==> config.mk <==
export PLATFORM = sky130hd
export DESIGN_NAME = pc_gen_flat
export DESIGN_NICKNAME = d
export VERILOG_FILES = /design/src/rtl/pc_gen_pkg.sv /design/src/rtl/pc_gen_if.sv /design/src/rtl/ras_stack.sv /design/src/rtl/pc_gen.sv /design/src/flat_wrapper.sv
export SDC_FILE = /design/constraint.sdc
export NUM_CORES = 1
export LEC_CHECK = 0
export ABC_AREA = 0
export CAP_MARGIN = 0
export CORE_ASPECT_RATIO = 2
export CORE_MARGIN = 5
export CORE_UTILIZATION = 56
export DETAILED_ROUTE_END_ITERATION = 6
export PLACE_DENSITY = 0.88
export RECOVER_POWER = 25
export SYNTH_ARGS = -nofsm -noshare
export SYNTH_HDL_FRONTEND = slang
export SYNTH_SLANG_ARGS = --single-unit
export TNS_END_PERCENT = 100
==> constraint.sdc <==
create_clock -name clk -period 4.95 [get_ports clk]
set_clock_uncertainty 0.1 [all_clocks]
set_input_delay 0.99 -clock clk [delete_from_list [all_inputs] [get_ports clk]]
set_output_delay 0.99 -clock clk [all_outputs]
set_load 0.05 [all_outputs]
==> src/rtl/pc_gen_pkg.sv <==
// Shared definitions for the fetch-stage PC generator and the decode controller:
// next-PC op codes, default vectors and op classification.
package pc_gen_pkg;

  localparam int NPC_OP_W = 3;

  localparam logic [NPC_OP_W-1:0] NPC_SEQ    = 3'd0;
  localparam logic [NPC_OP_W-1:0] NPC_OFFSET = 3'd1;
  localparam logic [NPC_OP_W-1:0] NPC_JUMP   = 3'd2;
  localparam logic [NPC_OP_W-1:0] NPC_JREG   = 3'd3;
  localparam logic [NPC_OP_W-1:0] NPC_CALL   = 3'd4;
  localparam logic [NPC_OP_W-1:0] NPC_CALLR  = 3'd5;
  localparam logic [NPC_OP_W-1:0] NPC_RET    = 3'd6;

  localparam logic [31:0] DEF_RESET_PC   = 32'h0000_3000;
  localparam logic [31:0] DEF_EXC_VECTOR = 32'h0000_4180;

  typedef enum logic [1:0] {
    TGT_NONE   = 2'd0,
    TGT_OFFSET = 2'd1,
    TGT_JUMP   = 2'd2,
    TGT_REG    = 2'd3
  } tgt_kind_e;

  // SEQ and the reserved code both fall through to TGT_NONE (no redirect).
  function automatic tgt_kind_e op_kind(input logic [NPC_OP_W-1:0] op);
    tgt_kind_e k;
    case (op)
      NPC_OFFSET:                    k = TGT_OFFSET;
      NPC_JUMP, NPC_CALL:            k = TGT_JUMP;
      NPC_JREG, NPC_CALLR, NPC_RET:  k = TGT_REG;
      default:                       k = TGT_NONE;
    endcase
    return k;
  endfunction

endpackage

==> src/rtl/pc_gen_if.sv <==
// Decode-to-fetch control-flow bus: one redirect request with its operands.
interface pc_gen_if
  import pc_gen_pkg::*;
#(
  parameter int WIDTH = 32
);
  logic                redirect_i;
  logic [NPC_OP_W-1:0] npc_op_i;
  logic [WIDTH-1:0]    id_pc_i;
  logic [15:0]         imm16_i;
  logic [25:0]         imm26_i;
  logic [WIDTH-1:0]    rs_data_i;

  modport master (
    output redirect_i, npc_op_i, id_pc_i, imm16_i, imm26_i, rs_data_i
  );

  modport slave (
    input redirect_i, npc_op_i, id_pc_i, imm16_i, imm26_i, rs_data_i
  );
endinterface

==> src/rtl/ras_stack.sv <==
// Circular return-address stack; a push when full overwrites the oldest entry,
// a pop when empty does nothing.
module ras_stack #(
  parameter int WIDTH     = 32,
  parameter int RAS_DEPTH = 4
) (
  input  logic             clk,
  input  logic             rst_n,
  input  logic             push,
  input  logic             pop,
  input  logic [WIDTH-1:0] push_data,
  output logic [WIDTH-1:0] top,
  output logic             valid
);

  localparam int PTR_W = $clog2(RAS_DEPTH);
  localparam int CNT_W = PTR_W + 1;

  logic [WIDTH-1:0] mem_q [RAS_DEPTH];
  logic [WIDTH-1:0] mem_d [RAS_DEPTH];
  logic [PTR_W-1:0] ptr_q, ptr_d;
  logic [CNT_W-1:0] cnt_q, cnt_d;
  logic [PTR_W-1:0] top_idx_s;

  // ptr_q is the next write slot; wrapping it onto the oldest slot gives the overwrite.
  always_comb begin
    mem_d = mem_q;
    ptr_d = ptr_q;
    cnt_d = cnt_q;
    if (push) begin
      mem_d[ptr_q] = push_data;
      ptr_d        = ptr_q + PTR_W'(1);
      if (cnt_q != CNT_W'(RAS_DEPTH)) begin
        cnt_d = cnt_q + CNT_W'(1);
      end else begin
        cnt_d = cnt_q;
      end
    end else if (pop && (cnt_q != CNT_W'(0))) begin
      ptr_d = ptr_q - PTR_W'(1);
      cnt_d = cnt_q - CNT_W'(1);
    end else begin
      ptr_d = ptr_q;
    end
  end

  always_comb begin
    top_idx_s = ptr_q - PTR_W'(1);
    valid     = (cnt_q != CNT_W'(0));
    if (valid) begin
      top = mem_q[top_idx_s];
    end else begin
      top = '0;
    end
  end

  always_ff @(posedge clk or negedge rst_n) begin
    if (!rst_n) begin
      for (int i = 0; i < RAS_DEPTH; i++) begin
        mem_q[i] <= '0;
      end
      ptr_q <= '0;
      cnt_q <= '0;
    end else begin
      mem_q <= mem_d;
      ptr_q <= ptr_d;
      cnt_q <= cnt_d;
    end
  end

endmodule

==> src/rtl/pc_gen.sv <==
// Fetch-stage PC generator: next-PC arithmetic, stall-proof redirect buffering,
// return-address stack and saturating redirect/RAS-hit statistics.
module pc_gen
  import pc_gen_pkg::*;
#(
  parameter int               WIDTH       = 32,
  parameter logic [WIDTH-1:0] RESET_PC    = WIDTH'(DEF_RESET_PC),
  parameter logic [WIDTH-1:0] EXC_VECTOR  = WIDTH'(DEF_EXC_VECTOR),
  parameter int               RAS_DEPTH   = 4,
  parameter int               LINK_OFFSET = 4,
  parameter int               CNT_WIDTH   = 16
) (
  input  logic                 clk,
  input  logic                 rst_n,
  input  logic                 stall_i,
  input  logic                 exc_i,
  pc_gen_if.slave              dec_if,
  output logic [WIDTH-1:0]     pc_o,
  output logic [WIDTH-1:0]     ras_top_o,
  output logic                 ras_valid_o,
  output logic                 misalign_o,
  output logic [CNT_WIDTH-1:0] redirect_cnt_o,
  output logic [CNT_WIDTH-1:0] ras_hit_cnt_o
);

  function automatic logic [CNT_WIDTH-1:0] sat_inc(input logic [CNT_WIDTH-1:0] v,
                                                   input logic en);
    if (en && (v != {CNT_WIDTH{1'b1}})) begin
      return v + CNT_WIDTH'(1);
    end else begin
      return v;
    end
  endfunction

  tgt_kind_e        kind_s;
  logic [WIDTH-1:0] p4_s, link_s, target_s;
  logic             valid_redir_s, misalign_s, accept_s, push_s, pop_s, hit_s;

  logic [WIDTH-1:0]     pc_q, pc_d;
  logic                 pend_vld_q, pend_vld_d;
  logic [WIDTH-1:0]     pend_tgt_q, pend_tgt_d;
  logic                 misalign_q, misalign_d;
  logic [CNT_WIDTH-1:0] redirect_cnt_q, redirect_cnt_d;
  logic [CNT_WIDTH-1:0] ras_hit_cnt_q, ras_hit_cnt_d;

  // Target decode; a misaligned register target is rejected before any side effect.
  always_comb begin
    kind_s = op_kind(dec_if.npc_op_i);
    p4_s   = dec_if.id_pc_i + WIDTH'(4);
    link_s = dec_if.id_pc_i + WIDTH'(LINK_OFFSET);
    case (kind_s)
      TGT_OFFSET: target_s = p4_s + {{(WIDTH-18){dec_if.imm16_i[15]}}, dec_if.imm16_i, 2'b00};
      TGT_JUMP:   target_s = {p4_s[WIDTH-1:28], dec_if.imm26_i, 2'b00};
      TGT_REG:    target_s = dec_if.rs_data_i;
      default:    target_s = p4_s;
    endcase
    valid_redir_s = dec_if.redirect_i && (kind_s != TGT_NONE);
    misalign_s    = valid_redir_s && (kind_s == TGT_REG) && (dec_if.rs_data_i[1:0] != 2'b00);
    accept_s      = valid_redir_s && !misalign_s;
    push_s        = accept_s && ((dec_if.npc_op_i == NPC_CALL) || (dec_if.npc_op_i == NPC_CALLR));
    pop_s         = accept_s && (dec_if.npc_op_i == NPC_RET);
    hit_s         = pop_s && ras_valid_o && (ras_top_o == dec_if.rs_data_i);
  end

  // Next-PC priority: exception, misalignment, stall, live redirect, pending, sequential.
  always_comb begin
    pc_d       = pc_q + WIDTH'(4);
    pend_vld_d = pend_vld_q;
    pend_tgt_d = pend_tgt_q;
    if (exc_i) begin
      pc_d       = EXC_VECTOR;
      pend_vld_d = 1'b0;
    end else if (misalign_s) begin
      pc_d       = EXC_VECTOR;
      pend_vld_d = 1'b0;
    end else if (stall_i) begin
      pc_d = pc_q;
      if (accept_s) begin
        pend_vld_d = 1'b1;
        pend_tgt_d = target_s;
      end else begin
        pend_vld_d = pend_vld_q;
      end
    end else if (accept_s) begin
      pc_d       = target_s;
      pend_vld_d = 1'b0;
    end else if (pend_vld_q) begin
      pc_d       = pend_tgt_q;
      pend_vld_d = 1'b0;
    end else begin
      pc_d = pc_q + WIDTH'(4);
    end
    misalign_d     = misalign_s;
    redirect_cnt_d = sat_inc(redirect_cnt_q, accept_s);
    ras_hit_cnt_d  = sat_inc(ras_hit_cnt_q, hit_s);
  end

  always_ff @(posedge clk or negedge rst_n) begin
    if (!rst_n) begin
      pc_q           <= RESET_PC;
      pend_vld_q     <= 1'b0;
      pend_tgt_q     <= '0;
      misalign_q     <= 1'b0;
      redirect_cnt_q <= '0;
      ras_hit_cnt_q  <= '0;
    end else begin
      pc_q           <= pc_d;
      pend_vld_q     <= pend_vld_d;
      pend_tgt_q     <= pend_tgt_d;
      misalign_q     <= misalign_d;
      redirect_cnt_q <= redirect_cnt_d;
      ras_hit_cnt_q  <= ras_hit_cnt_d;
    end
  end

  ras_stack #(
    .WIDTH     (WIDTH),
    .RAS_DEPTH (RAS_DEPTH)
  ) u_ras (
    .clk       (clk),
    .rst_n     (rst_n),
    .push      (push_s),
    .pop       (pop_s),
    .push_data (link_s),
    .top       (ras_top_o),
    .valid     (ras_valid_o)
  );

  assign pc_o           = pc_q;
  assign misalign_o     = misalign_q;
  assign redirect_cnt_o = redirect_cnt_q;
  assign ras_hit_cnt_o  = ras_hit_cnt_q;

endmodule

==> src/flat_wrapper.sv <==
// flat-port wrapper written by rule: the top's interface ports become plain ports
module pc_gen_flat import pc_gen_pkg::*;
#(
  parameter int               WIDTH       = 32,
  parameter logic [WIDTH-1:0] RESET_PC    = WIDTH'(DEF_RESET_PC),
  parameter logic [WIDTH-1:0] EXC_VECTOR  = WIDTH'(DEF_EXC_VECTOR),
  parameter int               RAS_DEPTH   = 4,
  parameter int               LINK_OFFSET = 4,
  parameter int               CNT_WIDTH   = 16
)
  (clk, rst_n, stall_i, exc_i, pc_o, ras_top_o, ras_valid_o, misalign_o, redirect_cnt_o, ras_hit_cnt_o, dec_if_redirect_i, dec_if_npc_op_i, dec_if_id_pc_i, dec_if_imm16_i, dec_if_imm26_i, dec_if_rs_data_i);
  pc_gen_if #(.WIDTH(WIDTH)) dec_if_i ();
  input  logic clk;
  input  logic rst_n;
  input  logic stall_i;
  input  logic exc_i;
  output logic [WIDTH-1:0] pc_o;
  output logic [WIDTH-1:0] ras_top_o;
  output logic ras_valid_o;
  output logic misalign_o;
  output logic [CNT_WIDTH-1:0] redirect_cnt_o;
  output logic [CNT_WIDTH-1:0] ras_hit_cnt_o;
  input wire logic [$bits(dec_if_i.redirect_i)-1:0] dec_if_redirect_i;
  input wire logic [$bits(dec_if_i.npc_op_i)-1:0] dec_if_npc_op_i;
  input wire logic [$bits(dec_if_i.id_pc_i)-1:0] dec_if_id_pc_i;
  input wire logic [$bits(dec_if_i.imm16_i)-1:0] dec_if_imm16_i;
  input wire logic [$bits(dec_if_i.imm26_i)-1:0] dec_if_imm26_i;
  input wire logic [$bits(dec_if_i.rs_data_i)-1:0] dec_if_rs_data_i;
  assign dec_if_i.redirect_i = dec_if_redirect_i;
  assign dec_if_i.npc_op_i = dec_if_npc_op_i;
  assign dec_if_i.id_pc_i = dec_if_id_pc_i;
  assign dec_if_i.imm16_i = dec_if_imm16_i;
  assign dec_if_i.imm26_i = dec_if_imm26_i;
  assign dec_if_i.rs_data_i = dec_if_rs_data_i;
  pc_gen #(.WIDTH(WIDTH), .RESET_PC(RESET_PC), .EXC_VECTOR(EXC_VECTOR), .RAS_DEPTH(RAS_DEPTH), .LINK_OFFSET(LINK_OFFSET), .CNT_WIDTH(CNT_WIDTH)) u_core (.clk(clk), .rst_n(rst_n), .stall_i(stall_i), .exc_i(exc_i), .dec_if(dec_if_i), .pc_o(pc_o), .ras_top_o(ras_top_o), .ras_valid_o(ras_valid_o), .misalign_o(misalign_o), .redirect_cnt_o(redirect_cnt_o), .ras_hit_cnt_o(ras_hit_cnt_o));
endmodule
## After elaboration in Yosys (flattened, before gate mapping)

Index checks and enable logic that the tools add are counted.

- Mux-type cells: 23
- Equal/unequal tests: 16
- Divide/modulo/power cells: 0
- Multiply operators: 0
- Shift-type cells: 0
- Add/subtract/negate cells: 9
- Reductions and logical operators: 21
- Bitwise logic cells: 4
- Order comparisons: 3

Operators by type and width:

| kind | number |
|---|---|
| two-way mux 32 bit | 9 |
| bitwise mux 128 bit | 1 |
| case mux 32 bit (3 select lines) | 1 |
| adder 32 x 3 -> 32 bit (second input constant) | 2 |
| binary-select mux 32 bit (select 2 bit) | 1 |
| demux 32 bit (select 2 bit) | 1 |
| adder 16 x 1 -> 16 bit (second input constant) | 2 |
| adder 32 bit | 1 |
| == test 32 bit | 1 |
| != test 16 bit (second input constant) | 2 |
| logical AND 1 bit | 11 |
| == test 3 bit (second input constant) | 3 |
| two-way mux 3 bit | 3 |
| == test 3 x 2 -> 1 bit (second input constant) | 2 |
| greater-or-equal comparator 3 bit (second input constant) | 2 |
| NOT 2 -> 3 bit | 2 |
| case mux 2 bit (3 select lines) | 1 |
| nonzero test 2 bit | 3 |
| == test 2 bit (second input constant) | 2 |
| two-way mux 1 bit | 4 |
| two-way mux 2 bit | 2 |
| != test 4 x 1 -> 1 bit (second input constant) | 1 |
| AND reduction 4 bit | 1 |
| adder 3 x 1 -> 3 bit (second input constant) | 1 |
| other kinds (16) | 17 |

- Output and inout bits: 98
- Bits in registers: 231
- Bits in writable memories: 0
- Latch bits: 0
- Input port bits: 114
- Bits in read-only memories: 0
- Memories kept: 0
- Word-level logic and storage cells: 88

## Logic depth before layout (Yosys ltp)

Gate-level depths: netlist (run 1).

- Depth after elaboration: 13
- Gate-level depth with buffers: 18
- Depth with buffers taken out: 16

## By module

A second synthesis (run 1) with hierarchy kept.

- Cell total of the unflattened synthesis: 1,506
- Area total of the unflattened synthesis: 15,094.5 um2

Modules (own cells, without submodules):

| module | sequential area each (um2) | cells each | times used | area each (um2) |
|---|---|---|---|---|
| pc_gen | 2,454.9 | 1,119 | 1 | 8,977.4 |
| ras_stack | 3,328.2 | 387 | 1 | 6,117.1 |

## Worst setup path after synthesis (run 1)

Ideal clock, no wire load.

- Path kind: input to register
- From: input port dec_if_id_pc_i[5]
- To: register u_core.pc_q[31] (netlist: u_core.pc_o[31])
- Buffers on the path: 3
- Path slack: 0.370 ns
- Stages: 17
- Library setup time: 0.135 ns
- Data arrival time: 4.346 ns
- Required time: 4.715 ns
- Path through: and4_1 -> clkbuf_1 -> and4_1 -> clkbuf_1 -> nand2_1 -> xor2_1 -> inv_1 -> ha_1 -> clkbuf_1 -> a21oi_1 -> or3b_2 -> a21oi_1 -> o31ai_1 -> a21boi_0 -> mux2_2 -> o32ai_1 -> o21ai_0

- Longest elaborated chain between the ends: 7

RTL lines:

| what | RTL line | text |
|---|---|---|
| from (decl) | flat_wrapper.sv:25 | `input wire logic [$bits(dec_if_i.id_pc_i)-1:0] dec_if_id_pc_i;` |
| adder 32 x 3 -> 32 bit | - |  |
| via u_core.link_s[20] | pc_gen.sv:36 | `logic [WIDTH-1:0] p4_s, link_s, target_s;` |
| adder 32 bit | pc_gen.sv:52 | `TGT_OFFSET: target_s = p4_s + {{(WIDTH-18){dec_if.imm16_i[15]}}, dec_if.imm16_i, 2'b00};` |
| case mux 32 bit (3 select lines) | pc_gen.sv:51 | `case (kind_s)` |
| two-way mux 32 bit | pc_gen.sv:84 | `end else if (accept_s) begin` |
| two-way mux 32 bit | pc_gen.sv:76 | `end else if (stall_i) begin` |
| two-way mux 32 bit | pc_gen.sv:73 | `end else if (misalign_s) begin` |
| two-way mux 32 bit | pc_gen.sv:70 | `if (exc_i) begin` |
| to (signal assigned) | pc_gen.sv:107 | `pc_q <= pc_d;` |
| to (decl) | pc_gen.sv:39 | `logic [WIDTH-1:0] pc_q, pc_d;` |

The timed path passes the listed nets, and every way through them passes these cells. The select of a mux whose other input is x is not followed.
A chain may end at the register's enable or synchronous reset.

## Worst setup path in the final report (run 1)

- From: input port dec_if_id_pc_i[3]
- To: register u_core.pc_q[28] (netlist: u_core.pc_o[28])

The elaborated chain is that of the path after synthesis.

==> reports/metrics.csv, run 1 <==
metric,value,unit
status,"complete, but fails checks",
failing checks,"capacitance limit, slew limit",
critical-path maximum fanout,5,
number of flops mapped to enable cells by yosys,0,
final setup margin,68.5,ps
Vert. Die Dim,243,um
layout cells sized above 1,0.155,
Critical Path Sink,u_core.pc_o[28],
share of the synthesized area in the top cell type,0.377,
Post-CTS Setup Inserts,0,
"CP delay by family, top",simple AND/OR/NAND/NOR gates,
Slowest cell on crit path,a2111oi_0,
Final Hold Fails,0,
GRT Overall Usage,0.357,
CP startpoint,dec_if_id_pc_i[3],
CTS sink cnt,231,
via count,15400,
total grt overflow,0,
Post-route DRC,0,
CTS tree,built,
period utilization,0.986,
CP Launch Type,primary input,
vias in the first global route,15800,
DP HPWL,43000,um
Max-Cap Viols,1,
Unique masters post-synth,82,
Rows,85,
Max VDD drop,0.788,mV
actual slew at the worst max-slew pin,3160,ps
RR Startpoint,u_core.u_ras.ptr_q[1],
"FF+latch count, synth",231,
worst reg-to-reg path cell count,12,
cell area after synthesis,15200,um^2
hold slack,376,ps
I/O pin count,212,
"Seq/Total Area, Yosys",0.380,
Critical R2R Capture,u_core.ras_hit_cnt_o[9],
Min-Delay Path Class,flop to flop,
Max-slew headroom,-1.10,
most used cell along the critical path,nand2_1,
Post-Syn Nets,1896,
TritonCTS Buffers,21,
core footprint,26900,um^2
"commonest non-fill, non-tap cell in the layout",nand2_1,
port bufs,211,
setup violators final,0,
crit-path cells,clkdlybuf4s50_1 -> ha_1 -> and2_1 -> and4_1 -> buf_4 -> nand2_1 -> xor2_1 -> inv_1 -> ha_1 -> nand2_1 -> nor3_1 -> nand2_1 -> a2111oi_0 -> buf_4 -> o21ai_0 -> and3b_1 -> nor3b_1 -> a221o_1,
GPL Wtd Cong,0.977,
worst endpoint required time,5260,ps
pin count of the biggest net entering global routing,118,
power per cell area,506,nW/um^2
minimum clock period,4880,ps
clk_lat worst skew,540,ps
ranking of synthesized cells by area,"dfrtp_1 38%, o21ai_0 7.6%, nand2_1 6.7%",
post-synthesis async set-or-reset flop share,1.00,
Post-synth top flop,dfrtp_1,
"Slew Viols, Final",117,
Avg Vias per Cell,6.36,
drt initial violations,1475,
cell depth of the worst setup path,18,
fill count,1918,
die area,30800,um^2
Worst setup EP type,flop,
clk root buf,clkbuf_16,
most frequent cells in the layout,"273 x nand2_1, 231 x o21ai_0, 227 x dfrtp_1, 191 x buf_4, 175 x clkdlybuf4s50_1",
first-pass GRT wire length,86400,um
syn_area_per_cell,8.76,um^2
Buf/Inv on CP,4,
clk slew on worst S/H paths,70,ps
antenna violations before repair,1,
Reg2Reg Setup Slack,760,ps
Leakage Power,8.69,nW
cell taking the most area after synthesis,dfrtp_1,
Avg WL per Cell,23.1,um
CTS Buffer Depth,3,
max incr delay on CP,610,ps
Ys Warns,0,
Final ANT Viol Nets,0,
dpl ws,-386,ps
Max Freq,205,MHz
H-tree depth,1,
WP data arrival,5200,ps
Initial Util,0.566,
"wirelength, routed",55900,um
Worst Setup Path Type,primary input to flop,
Layout Nets,2216,
Area growth syn-to-layout,28.9,%
Initial DRT Pass Iterations,6,
cells after synthesis,1738,
die span in x,127,um
-- where the power goes --
part	internal, mW	switching, mW
clock	0.999	0.740
sequential	2.49	0.407
combinational	2.19	3.10
-- repair_timing --
| item | in CTS | in global routing |
|---|---|---|
| hold buffers | 0 | 0 |
| gates resized for setup | 0 | 3 |
| setup endpoints to repair | 0 | 2 |
-- how the worst min path moves through the flow --
stage	from	to	depth (start not counted)
after floorplan	u_core.u_ras.mem_q[40]	u_core.u_ras.mem_q[40]	2
after CTS	u_core.pend_tgt_q[25]	u_core.pend_tgt_q[25]	2
after global placement	u_core.u_ras.mem_q[73]	u_core.u_ras.mem_q[73]	2
after global routing	u_core.u_ras.mem_q[124]	u_core.u_ras.mem_q[124]	2
final	u_core.u_ras.mem_q[40]	u_core.u_ras.mem_q[40]	2
after detailed placement	u_core.pend_tgt_q[21]	u_core.pend_tgt_q[21]	2
-- state kept, by name, indices dropped and copies added (netlist names) --
register / flops
u_core.u_ras.mem_q: 128
u_core.ras_hit_cnt_o: 16
u_core.redirect_cnt_o: 16
u_core.pend_tgt_q: 32
u_core.u_ras.cnt_q: 3
u_core.misalign_o: 1
u_core.u_ras.ptr_q: 2
u_core.pend_vld_q: 1
u_core.pc_o: 32
-- synthesized netlist by cell type, types with 14 or more instances --
cell / n
mux2_2: 22
and4_1: 15
xnor2_1: 69
mux4_2: 30
xor2_1: 39
a211oi_1: 19
o221ai_1: 14
a21oi_1: 90
a22oi_1: 18
ha_1: 42
and3_1: 34
dfrtp_1: 229
a21o_1: 19
inv_1: 60
nand2_1: 273
clkbuf_1: 78
nor2_1: 101
a221oi_1: 15
o21ai_0: 231
nand3_1: 52
o211ai_1: 14
and2_1: 40
nor3_1: 22
mux2i_1: 30
-- per-stage QoR --
| step | cell area [um^2] | util | power [mW] | TNS (ps) | instances |
|---|---|---|---|---|---|
| 2_1_floorplan | 15200 | - | 6.03 | 0 | 1738 |
| 3_5_place_dp | 18900 | 0.703 | 8.08 | -2140 | 2383 |
| 3_3_place_gp | 18900 | 0.703 | 7.88 | -925 | 2383 |
| 4_1_cts | 19600 | 0.729 | 9.84 | 0 | 2419 |
| 5_1_grt | 19600 | 0.729 | 10.3 | -4.02 | 2420 |
| 6_report | 19600 | 0.729 | 9.93 | 0 | 2421 |
-- worst register-to-register path, delay by kind of cell (launching register included) --
kind            cells  cell delay [ps]
simple gates        4             1110
compound gates      3              820
fa+ha+maj           1              690
mux                 1              440
buf+inv             2              420
flops               1              420
xor+xnor            1              120
-- area by class of cell --
type | count | area (um^2) | area share
clock inverter | 4 | 95.1 | 0.00485
clock buffer | 32 | 607 | 0.0309
tap | 348 | 435 | 0.0222
inverter | 61 | 229 | 0.0117
timing repair buffer | 392 | 3630 | 0.185
antenna | 2 | 5.00 | 0.000255
sequential | 231 | 5790 | 0.295
multi-input combinational | 1351 | 8830 | 0.450
-- per-layer routing --
layer	up-vias	wire length [um]	track usage
met5	-	0	0
li1	6885	-	-
met4	0	5120	0.262
met1	7375	18700	0.391
met3	266	4420	0.0645
met2	867	27700	0.607
-- cell families (layout without fill, tap and decap cells) --
group / count (synthesis) / in the layout / synth area share
simple gates: 602 / 602 / 0.188
compound gates: 507 / 507 / 0.203
flops: 231 / 231 / 0.380
buf+inv: 156 / 489 / 0.0410
xor+xnor: 109 / 109 / 0.0632
mux: 84 / 84 / 0.0839
fa+ha+maj: 49 / 49 / 0.0405
other cells: 0 / 2 / 0
Power figures use the tool's default switching activity.
==> run 2, diff against run 1 <==
--- a/config.mk
+++ b/config.mk
@@ -10,6 +10,7 @@
 export CORE_ASPECT_RATIO = 2
 export CORE_MARGIN = 5
 export CORE_UTILIZATION = 56
+export CTS_CLUSTER_DIAMETER = 150
 export DETAILED_ROUTE_END_ITERATION = 6
 export PLACE_DENSITY = 0.88
 export RECOVER_POWER = 25
==> results of run 2 <==
Final layout, timing and power as in run 1 (identical DEF).
==> run 3, diff against run 2 <==
--- a/config.mk
+++ b/config.mk
@@ -12,6 +12,7 @@
 export CORE_UTILIZATION = 56
 export CTS_CLUSTER_DIAMETER = 150
 export DETAILED_ROUTE_END_ITERATION = 6
+export GPL_ROUTABILITY_DRIVEN = 0
 export PLACE_DENSITY = 0.88
 export RECOVER_POWER = 25
 export SYNTH_ARGS = -nofsm -noshare
==> reports/metrics.csv, run 3 (synthesis gave the netlist of run 1 again) <==
metric,value,unit
status,"complete, but fails checks",
failing checks,"capacitance limit, slew limit",
die area,30800,um^2
max FFs per register,128,
DP HPWL,41700,um
CP startpoint,dec_if_id_pc_i[3],
Vert. Die Dim,243,um
Leakage Power,8.48,nW
Max-slew headroom,-0.986,
layout cells sized above 1,0.139,
Max VDD drop,0.570,mV
Rows,85,
Avg WL per Cell,23.6,um
CTS sink cnt,231,
crit-path cells,clkdlybuf4s50_1 -> ha_1 -> and2_1 -> and4_2 -> buf_4 -> and3_1 -> xnor2_1 -> inv_1 -> ha_1 -> o21a_1 -> o21a_1 -> o22ai_1 -> a21boi_0 -> mux2_2 -> o32ai_1 -> o21ai_0,
"wirelength, routed",56100,um
"Slew Viols, Final",120,
pin count of the biggest net entering global routing,120,
Min-Delay Path Class,flop to flop,
placed instance area,18600,um^2
Max-Cap Viols,1,
fin area,19300,um^2
actual slew at the worst max-slew pin,2980,ps
power per cell area,512,nW/um^2
Clk pwr share,0.167,
Final ANT Viol Nets,0,
fill count,1861,
Initial DRT Pass Iterations,6,
core footprint,26900,um^2
placed insts,2337,
most frequent cells in the layout,"273 x nand2_1, 231 x o21ai_0, 227 x dfrtp_1, 175 x clkdlybuf4s50_1, 142 x buf_4",
Layout Nets,2170,
worst reg-to-reg path cell count,12,
max incr delay on CP,480,ps
drt initial violations,2045,
GRT Overall Usage,0.356,
Net Sw Frac,0.436,
critical-path maximum fanout,5,
RR Startpoint,u_core.u_ras.ptr_q[1],
met1 Usage GRT,0.387,
Max Freq,210,MHz
Logic pwr share,0.540,
RSZ-0062 raised after global routing,no,
H-tree depth,1,
I/O pin count,212,
worst endpoint required time,5240,ps
Seq pwr share,0.294,
Slowest cell on crit path,clkdlybuf4s50_1,
clk slew on worst S/H paths,70,ps
Reg2Reg Setup Slack,730,ps
P_sw,4.31,mW
Critical Path Sink,u_core.pc_o[31],
die span in x,127,um
TritonCTS Buffers,21,
CTS tree,built,
hold buffer count at CTS,0,
GR peak layer,met2,
antenna violations before repair,2,
"CP delay by family, top",compound AO/OA/AOI/OAI gates,
WP data arrival,5070,ps
Post-route DRC,0,
CTS Buffer Depth,3,
clk root buf,clkbuf_16,
setup violators final,0,
total grt overflow,0,
Initial Util,0.566,
CP Launch Type,primary input,
via count,15800,
Critical R2R Capture,u_core.ras_hit_cnt_o[9],
Worst setup EP type,flop,
Biggest register,u_core.u_ras.mem_q,
Final Non-Filler Cells,2375,
port bufs,211,
Final Hold Fails,0,
cell depth of the worst setup path,16,
minimum clock period,4770,ps
Avg Vias per Cell,6.65,
grt met3 use,0.0772,
clk_lat worst skew,530,ps
"commonest non-fill, non-tap cell in the layout",nand2_1,
Area growth syn-to-layout,26.7,%
vias in the first global route,16000,
Buf/Inv on CP,3,
period utilization,0.964,
Internal,5.57,mW
M2 GR Usage,0.578,
Worst Setup Path Type,primary input to flop,
first-pass GRT wire length,86600,um
## run 3: cell count changes in the layout (fill, tap and decap cells not counted), moves of 2 or more
| cell | before | now |
|---|---|---|
| buf_4 | 191 | 142 |
| buf_12 | 21 | 24 |
| clkinv_2 | 1 | 4 |
| bufinv_16 | 3 | 1 |
| clkbuf_1 | 7 | 5 |
| clkinvlp_4 | 0 | 2 |
## run 3: final cells by class
| cell class | count | area (um^2) | share of cell area |
|---|---|---|---|
| antenna | 1 | 2.50 | 0.000130 |
| timing repair buffer | 346 | 3330 | 0.172 |
| multi-input combinational | 1351 | 8840 | 0.459 |
| tap | 348 | 435 | 0.0226 |
| sequential | 231 | 5790 | 0.300 |
| clock buffer | 30 | 599 | 0.0311 |
| inverter | 61 | 229 | 0.0119 |
| clock inverter | 7 | 65.1 | 0.00337 |
## run 3: repair_timing
action / CTS / global route
setup buffers: 0 / 0
resized for setup: 0 / 6
setup endpoints to repair: 0 / 5
## run 3: how the worst min path moves through the flow
stage	start	endpoint	slack [ps]	cells after the start
after floorplan	u_core.u_ras.mem_q[40]	u_core.u_ras.mem_q[40]	340	2
after detailed placement	u_core.pend_tgt_q[18]	u_core.pend_tgt_q[18]	360	2
after global placement	u_core.u_ras.mem_q[73]	u_core.u_ras.mem_q[73]	350	2
final	u_core.u_ras.mem_q[107]	u_core.u_ras.mem_q[107]	380	2
after CTS	u_core.u_ras.mem_q[107]	u_core.u_ras.mem_q[107]	380	2
after global routing	u_core.pend_tgt_q[20]	u_core.pend_tgt_q[20]	390	2
## run 3: layer usage
layer	vias up	routed length (um)
li1	6800	-
met5	-	13
met2	1181	26200
met3	384	5900
met1	7436	17600
met4	2	6370
## run 3: worst register-to-register path: cells and delay by family, from the launching register on
family / cells / cell delay (ps)
XOR/XNOR: 1 / 120
AO/OA/AOI/OAI: 3 / 800
AND/OR/NAND/NOR: 4 / 1080
multiplexers: 1 / 390
adder cells (fa/ha/maj): 1 / 830
flip-flops: 1 / 430
buffers and inverters: 2 / 390
## run 3: power groups by stage
stage	sequential (mW)	combinational [mW]	clock [mW]
4_1_cts	2.87	5.25	1.65
2_1_floorplan	2.91	3.12	0
6_report	2.90	5.33	1.65
3_5_place_dp	2.90	5.20	0
5_1_grt	2.95	5.58	1.72
3_3_place_gp	2.83	5.03	0
## run 3: metrics by stage
step                      setup TNS [ps]  setup slack (ps)  hold WS [ps]  power (mW)   util
after floorplan                        0               370           342        6.03      -
after global placement              -681              -317           354        7.86  0.692
after detailed placement           -1810              -379           362        8.10  0.692
after CTS                              0               155           380        9.77  0.717
after global routing                   0              15.1           392        10.2  0.717
final                                  0               178           382        9.88  0.717
